--- src/rtl/fp_mul_pipe.sv ---
// fp_mul_pipe: pipelined floating-point multiplier (S1 classify, S2 multiply, S3 normalise/round/pack).
// Build option FP_MUL_RNE_EN selects round-to-nearest-even; when undefined the result truncates toward zero.
module fp_mul_pipe #(
    parameter int EXP_W = 8,
    parameter int MAN_W = 23
) (
    input  logic                 clk,
    input  logic                 rst,
    input  logic                 in_valid,
    output logic                 in_ready,
    input  logic [EXP_W+MAN_W:0] a,
    input  logic [EXP_W+MAN_W:0] b,
    output logic                 out_valid,
    input  logic                 out_ready,
    output logic [EXP_W+MAN_W:0] prod,
    output logic [3:0]           flags
);
    localparam int W  = 1 + EXP_W + MAN_W;
    localparam int PW = 2 * MAN_W + 2;
    localparam logic signed [EXP_W+1:0] BIAS   = (EXP_W+2)'((1 << (EXP_W - 1)) - 1);
    localparam logic signed [EXP_W+1:0] E_ONE  = (EXP_W+2)'(1);
    localparam logic signed [EXP_W+1:0] E_MAX  = (EXP_W+2)'((1 << EXP_W) - 1);
    localparam logic signed [EXP_W+1:0] E_ZERO = '0;
    localparam logic [W-1:0] QNAN = {1'b0, {EXP_W{1'b1}}, 1'b1, {(MAN_W-1){1'b0}}};

    logic advance;
    assign advance  = !out_valid || out_ready;
    assign in_ready = advance;

    // Operand capture register
    logic         r1_valid;
    logic [W-1:0] r1_a, r1_b;

    // S1: unpack and classify
    logic [EXP_W-1:0]        ea, eb;
    logic [MAN_W-1:0]        fa, fb;
    logic                    a_zero, b_zero, a_inf, b_inf, a_nan, b_nan;
    logic                    s1_sign, s1_special, s1_invalid;
    logic [W-1:0]            s1_word;
    logic signed [EXP_W+1:0] s1_e;

    assign ea = r1_a[W-2 -: EXP_W];
    assign eb = r1_b[W-2 -: EXP_W];
    assign fa = r1_a[MAN_W-1:0];
    assign fb = r1_b[MAN_W-1:0];

    always_comb begin
        a_zero     = (ea == '0);
        b_zero     = (eb == '0);
        a_inf      = (ea == '1) && (fa == '0);
        b_inf      = (eb == '1) && (fb == '0);
        a_nan      = (ea == '1) && (fa != '0);
        b_nan      = (eb == '1) && (fb != '0);
        s1_sign    = r1_a[W-1] ^ r1_b[W-1];
        s1_invalid = a_nan || b_nan || (a_zero && b_inf) || (a_inf && b_zero);
        s1_special = a_nan || b_nan || a_inf || b_inf || a_zero || b_zero;
        if (s1_invalid)
            s1_word = QNAN;
        else if (a_inf || b_inf)
            s1_word = {s1_sign, {EXP_W{1'b1}}, {MAN_W{1'b0}}};
        else
            s1_word = {s1_sign, {(W-1){1'b0}}};
        s1_e = $signed({2'b00, ea}) + $signed({2'b00, eb}) - BIAS;
    end

    logic                    r2_valid, r2_sign, r2_special, r2_invalid;
    logic [W-1:0]            r2_word;
    logic [MAN_W:0]          r2_ma, r2_mb;
    logic signed [EXP_W+1:0] r2_e;

    logic                    r3_valid, r3_sign, r3_special, r3_invalid;
    logic [W-1:0]            r3_word;
    logic [PW-1:0]           r3_p;
    logic signed [EXP_W+1:0] r3_e;

    // S3: normalise, round, range-check, pack
    logic [MAN_W-1:0]        frac_pre, frac_rnd;
    logic                    guard, sticky, round_inc, carry, inexact;
    logic signed [EXP_W+1:0] e_norm, e_rnd;
    logic [W-1:0]            s3_res;
    logic [3:0]              s3_flags;

    always_comb begin
        if (r3_p[PW-1]) begin
            frac_pre = r3_p[PW-2 -: MAN_W];
            guard    = r3_p[MAN_W];
            sticky   = |r3_p[MAN_W-1:0];
            e_norm   = r3_e + E_ONE;
        end else begin
            frac_pre = r3_p[PW-3 -: MAN_W];
            guard    = r3_p[MAN_W-1];
            sticky   = |r3_p[MAN_W-2:0];
            e_norm   = r3_e;
        end
`ifdef FP_MUL_RNE_EN
        round_inc = guard && (sticky || frac_pre[0]);
`else
        round_inc = 1'b0;
`endif
        {carry, frac_rnd} = {1'b0, frac_pre} + {{MAN_W{1'b0}}, round_inc};
        e_rnd   = carry ? (e_norm + E_ONE) : e_norm;
        inexact = guard || sticky;

        if (r3_special) begin
            s3_res   = r3_word;
            s3_flags = {r3_invalid, 3'b000};
        end else if (e_rnd >= E_MAX) begin
            s3_res   = {r3_sign, {EXP_W{1'b1}}, {MAN_W{1'b0}}};
            s3_flags = 4'b0101;
        end else if (e_rnd <= E_ZERO) begin
            s3_res   = {r3_sign, {(W-1){1'b0}}};
            s3_flags = 4'b0011;
        end else begin
            s3_res   = {r3_sign, e_rnd[EXP_W-1:0], frac_rnd};
            s3_flags = {3'b000, inexact};
        end
    end

    // Only the valid bits and output registers are reset; payload registers are qualified by them.
    always_ff @(posedge clk) begin
        if (rst) begin
            r1_valid  <= 1'b0;
            r2_valid  <= 1'b0;
            r3_valid  <= 1'b0;
            out_valid <= 1'b0;
            prod      <= '0;
            flags     <= '0;
        end else if (advance) begin
            r1_valid   <= in_valid;
            r1_a       <= a;
            r1_b       <= b;

            r2_valid   <= r1_valid;
            r2_sign    <= s1_sign;
            r2_special <= s1_special;
            r2_invalid <= s1_invalid;
            r2_word    <= s1_word;
            r2_ma      <= {1'b1, fa};
            r2_mb      <= {1'b1, fb};
            r2_e       <= s1_e;

            r3_valid   <= r2_valid;
            r3_sign    <= r2_sign;
            r3_special <= r2_special;
            r3_invalid <= r2_invalid;
            r3_word    <= r2_word;
            r3_p       <= {{(MAN_W+1){1'b0}}, r2_ma} * {{(MAN_W+1){1'b0}}, r2_mb};
            r3_e       <= r2_e;

            out_valid  <= r3_valid;
            if (r3_valid) begin
                prod  <= s3_res;
                flags <= s3_flags;
            end
        end
    end
endmodule

--- config.mk ---
export PLATFORM = sky130hd
export DESIGN_NAME = fp_mul_pipe
export DESIGN_NICKNAME = d
export VERILOG_FILES = /design/src/rtl/fp_mul_pipe.sv
export SDC_FILE = /design/constraint.sdc
export NUM_CORES = 2
export LEC_CHECK = 0
export CAP_MARGIN = 30
export CORE_UTILIZATION = 30
export CTS_CLUSTER_DIAMETER = 150
export CTS_CLUSTER_SIZE = 12
export DETAILED_ROUTE_END_ITERATION = 10
export PLACE_DENSITY = 0.51
export SYNTH_ARGS = -nofsm -noshare
export SYNTH_HDL_FRONTEND = slang
export SYNTH_SLANG_ARGS = --single-unit
--- constraint.sdc ---
create_clock -name clk -period 29.3 [get_ports clk]
set_clock_uncertainty 0.1 [all_clocks]
set_input_delay 2.93 -clock clk [delete_from_list [all_inputs] [get_ports clk]]
set_output_delay 2.93 -clock clk [all_outputs]
set_load 0.03 [all_outputs]
==> results.yml <==
timing:
  final-hold-violation-count: 0
  fmax_mhz: 117
  setup_total_negative_slack_ns: 0
  maxSlewHeadroom_pct: 25.9
  timing.final.setup_violations: 0
  final-max-slew-violation-count: 0
  timing.final.crit_share_pct: 29.2
  rsz0062_at_grt: "false"
  timing.final.crit_period_ns: 8.55
  timing.final.ws_setup_ns: 20.75
  worst-slew-pin-transition_ns: 1.11
worst_setup_path:
  setup.worst_path.start_class: "flip-flop"
  setup.reg_to_reg.worst_slack_ns: 20.75
  worst_setup_path_end_kind: "flip-flop"
  required_ns: 29.53
  worst-setup-path-type: "flip-flop to flip-flop"
  critPathArrivalTime_ns: 8.78
  crit_path_max_fanout: 19
min_path:
  hold_path_class: "flip-flop to flip-flop"
floorplanning:
  die_x_um: 301
  num_io_pins: 106
  num_rows: 109
  dieArea_mm2: 0.0904
  fp.coreArea_mm2: 0.0884
  die_h_um: 301
  initial_utilization_pct: 30.3
routing:
  avgViaCountPerCell: 4.60
  ant_nets: 0
  detail_route.first_pass.iterations: 5
  routedWlPerCell_um: 19.3
  detail_route.wirelength_um: 74400
  detailedRoute.firstIterationViolations: 1042
  vias: 17700
  total_drc_errors_in_the_routed_layout: 0
logic_synthesis:
  synth-main-ff-cell: "edfxtp_1"
  number_of_enable_flip_flop_cells_after_synthesis: 190
  synth.top_cells.by_area: "fa_1 (36%), edfxtp_1 (21%), ha_1 (8.8%), inv_1 (8.2%), and2_1 (5.4%)"
  synth_sequential_area_ratio_pct: 24.3
  gate_count_post_synth: 2593
  yosysWarningCount: 0
  synth_cell_types: 62
  mapped_avg_cell_area_um2: 10.3
  synthDominantCellAreaShare_pct: 36.1
  netlist_area_mm2: 0.0268
  synth-seq-cells: 230
  synth_largest_area_cell: "fa_1"
  synthesis.nets: 3333
  synthArstFlopShare_pct: 0
global_route:
  total_global_route_track_usage_pct: 17.0
  global_route.overflow_total: 0
  global_route_wire_length_before_repair_um: 115000
  grt_pass1_vias: 19000
  grt_start_max_net_pins: 79
  grt_antenna_before_repair: 5
clocking:
  cts.path.max_buffers: 3
  worstSkewPairLatency_ns: 0.60
  post_cts.repair.setup_buffers: 0
  number_of_cells_upsized_or_downsized_after_cts: 0
  tritoncts.num_buffers: 23
  root_buffer: "clkbuf_16"
  cts.htree.levels: 1
  tritoncts: "built"
  clock_slew_seen_by_the_registers_of_the_worst_setup_and_hold_paths_ns: 0.09
  cts_hold_buf: 0
  clkSinkCount: 230
place:
  routability_congestion: 0.862
  dp_worst_setup_slack_ns: 20.95
  place.port_buffers: 105
  post-dp-hpwl_um: 57000
status:
  status: "completed"
job:
  cap_viol_max_count: 0
layout:
  drive_above_1_share_pct: 4.06
  layout.cells.most_common_list: "inv_1 (583), fa_1 (483), nand2_1 (319), and2_1 (232), edfxtp_1 (190)"
  layout.cells.most_common: "inv_1"
  synthToLayoutAreaGrowth_pct: 12.2
  final.fill_count: 9126
  finalNetCount: 3408
  seq_area_mm2: 0.00651
  antenna_cell_count: 0
  area_used_by_multi_input_combinational_logic_mm2: 0.0176
==> layout make-up <==
cell class	count	area share [%]
multi-input cells	1671	58.7
flip-flops and latches	230	21.7
inverters	588	7.35
repair buffers	154	5.17
well taps	1165	4.85
clock buffers	40	2.16
clock inverters	2	0.0958
==> cell usage after synthesis (7+ instances only) <==
| master | number |
|---|---|
| inv_1 | 583 |
| o21ai_2 | 21 |
| nor4_1 | 20 |
| nand4_1 | 15 |
| o21bai_1 | 10 |
| nand3_1 | 15 |
| a21o_1 | 16 |
| a31oi_1 | 7 |
| fa_1 | 483 |
| mux2i_1 | 24 |
| nor2b_1 | 8 |
| and2_1 | 232 |
| dfxtp_1 | 40 |
| ha_1 | 189 |
| nand2_1 | 319 |
| xnor2_1 | 40 |
| clkbuf_1 | 98 |
| xor2_1 | 21 |
| nor3_1 | 8 |
| o21ai_0 | 26 |
| a21oi_1 | 56 |
| a22oi_1 | 9 |
| o21a_1 | 7 |
| nor2_1 | 79 |
| edfxtp_1 | 190 |
==> metal layers <==
| layer | GRT usage, % | wire [um] | vias up | part of all wire, % |
|---|---|---|---|---|
| li1 | - | - | 8079 | - |
| met1 | 23.1 | 33000 | 9166 | 44 |
| met2 | 28.0 | 35700 | 380 | 48 |
| met3 | 2.85 | 3970 | 89 | 5.3 |
| met4 | 4.07 | 1740 | 0 | 2.3 |
| met5 | 0 | 0 | - | 0 |
==> worst max-delay path: stages (launching register included) <==
cell and delay, ns:
edfxtp_1 0.96, inv_1 0.46, fa_1 0.74, fa_1 0.49, fa_1 0.50, fa_1 0.53
inv_1 0.06, fa_1 0.45, fa_1 0.49, inv_1 0.05, fa_1 0.49, inv_1 0.04
ha_1 0.36, a311oi_1 0.31, o211ai_1 0.13, o21ai_0 0.24, o21ai_0 0.48, o211ai_1 0.42
o21ai_1 0.23, a211oi_1 0.47, o21ai_1 0.15, xnor2_1 0.14
==> worst paths after layout <==
path,from,to,cells past startpoint
setup / recovery,r2_ma[7],r3_p[46],21
hold / removal,r2_e[7],r3_e[7],0
setup reg to reg,r2_ma[7],r3_p[46],21
hold reg to reg,r2_e[7],r3_e[7],0
==> through the flow <==
step                      util [%]  hold WS (ns)  std cells  area [um2]
final                         34.0         0.316       3850       30000
after global routing          34.0         0.325       3850       30000
after CTS                     34.0         0.320       3849       30000
after detailed placement      33.2         0.305       3807       29300
after global placement        33.0         0.303       3799       29200
after floorplan                  -         0.300       2593       26800
==> cell families (layout without fill, tap and decap cells) <==
kind of cell	after synthesis	after routing	synth area share [%]
DFF	230	230	24.3
and+or+nand+nor	726	726	13.3
AOI/OAI and AO/OA	188	188	4.65
buffers and inverters	692	784	9.89
adders and majority gates	672	672	45.0
xor gates and xnor gates	61	61	2.00
muxes	24	24	0.897
==> state kept, by name (all words and copies together), names as in the netlist <==
| register | count |
|---|---|
| r3_p | 48 |
| prod | 32 |
| r1_a | 32 |
| r1_b | 32 |
| r2_ma | 23 |
| r2_mb | 23 |
| r2_e | 10 |
| r3_e | 10 |
| flags | 4 |
| r2_word | 3 |
| r3_word | 3 |
| out_valid | 1 |
| r1_valid | 1 |
| r2_invalid | 1 |
| r2_sign | 1 |
| r2_special | 1 |
| r2_valid | 1 |
| r3_invalid | 1 |
| r3_sign | 1 |
| r3_special | 1 |
| r3_valid | 1 |
Power is left out: the tool's default activity adds up to more than one toggle a clock period on the data nets, which glitch-free logic cannot reach.
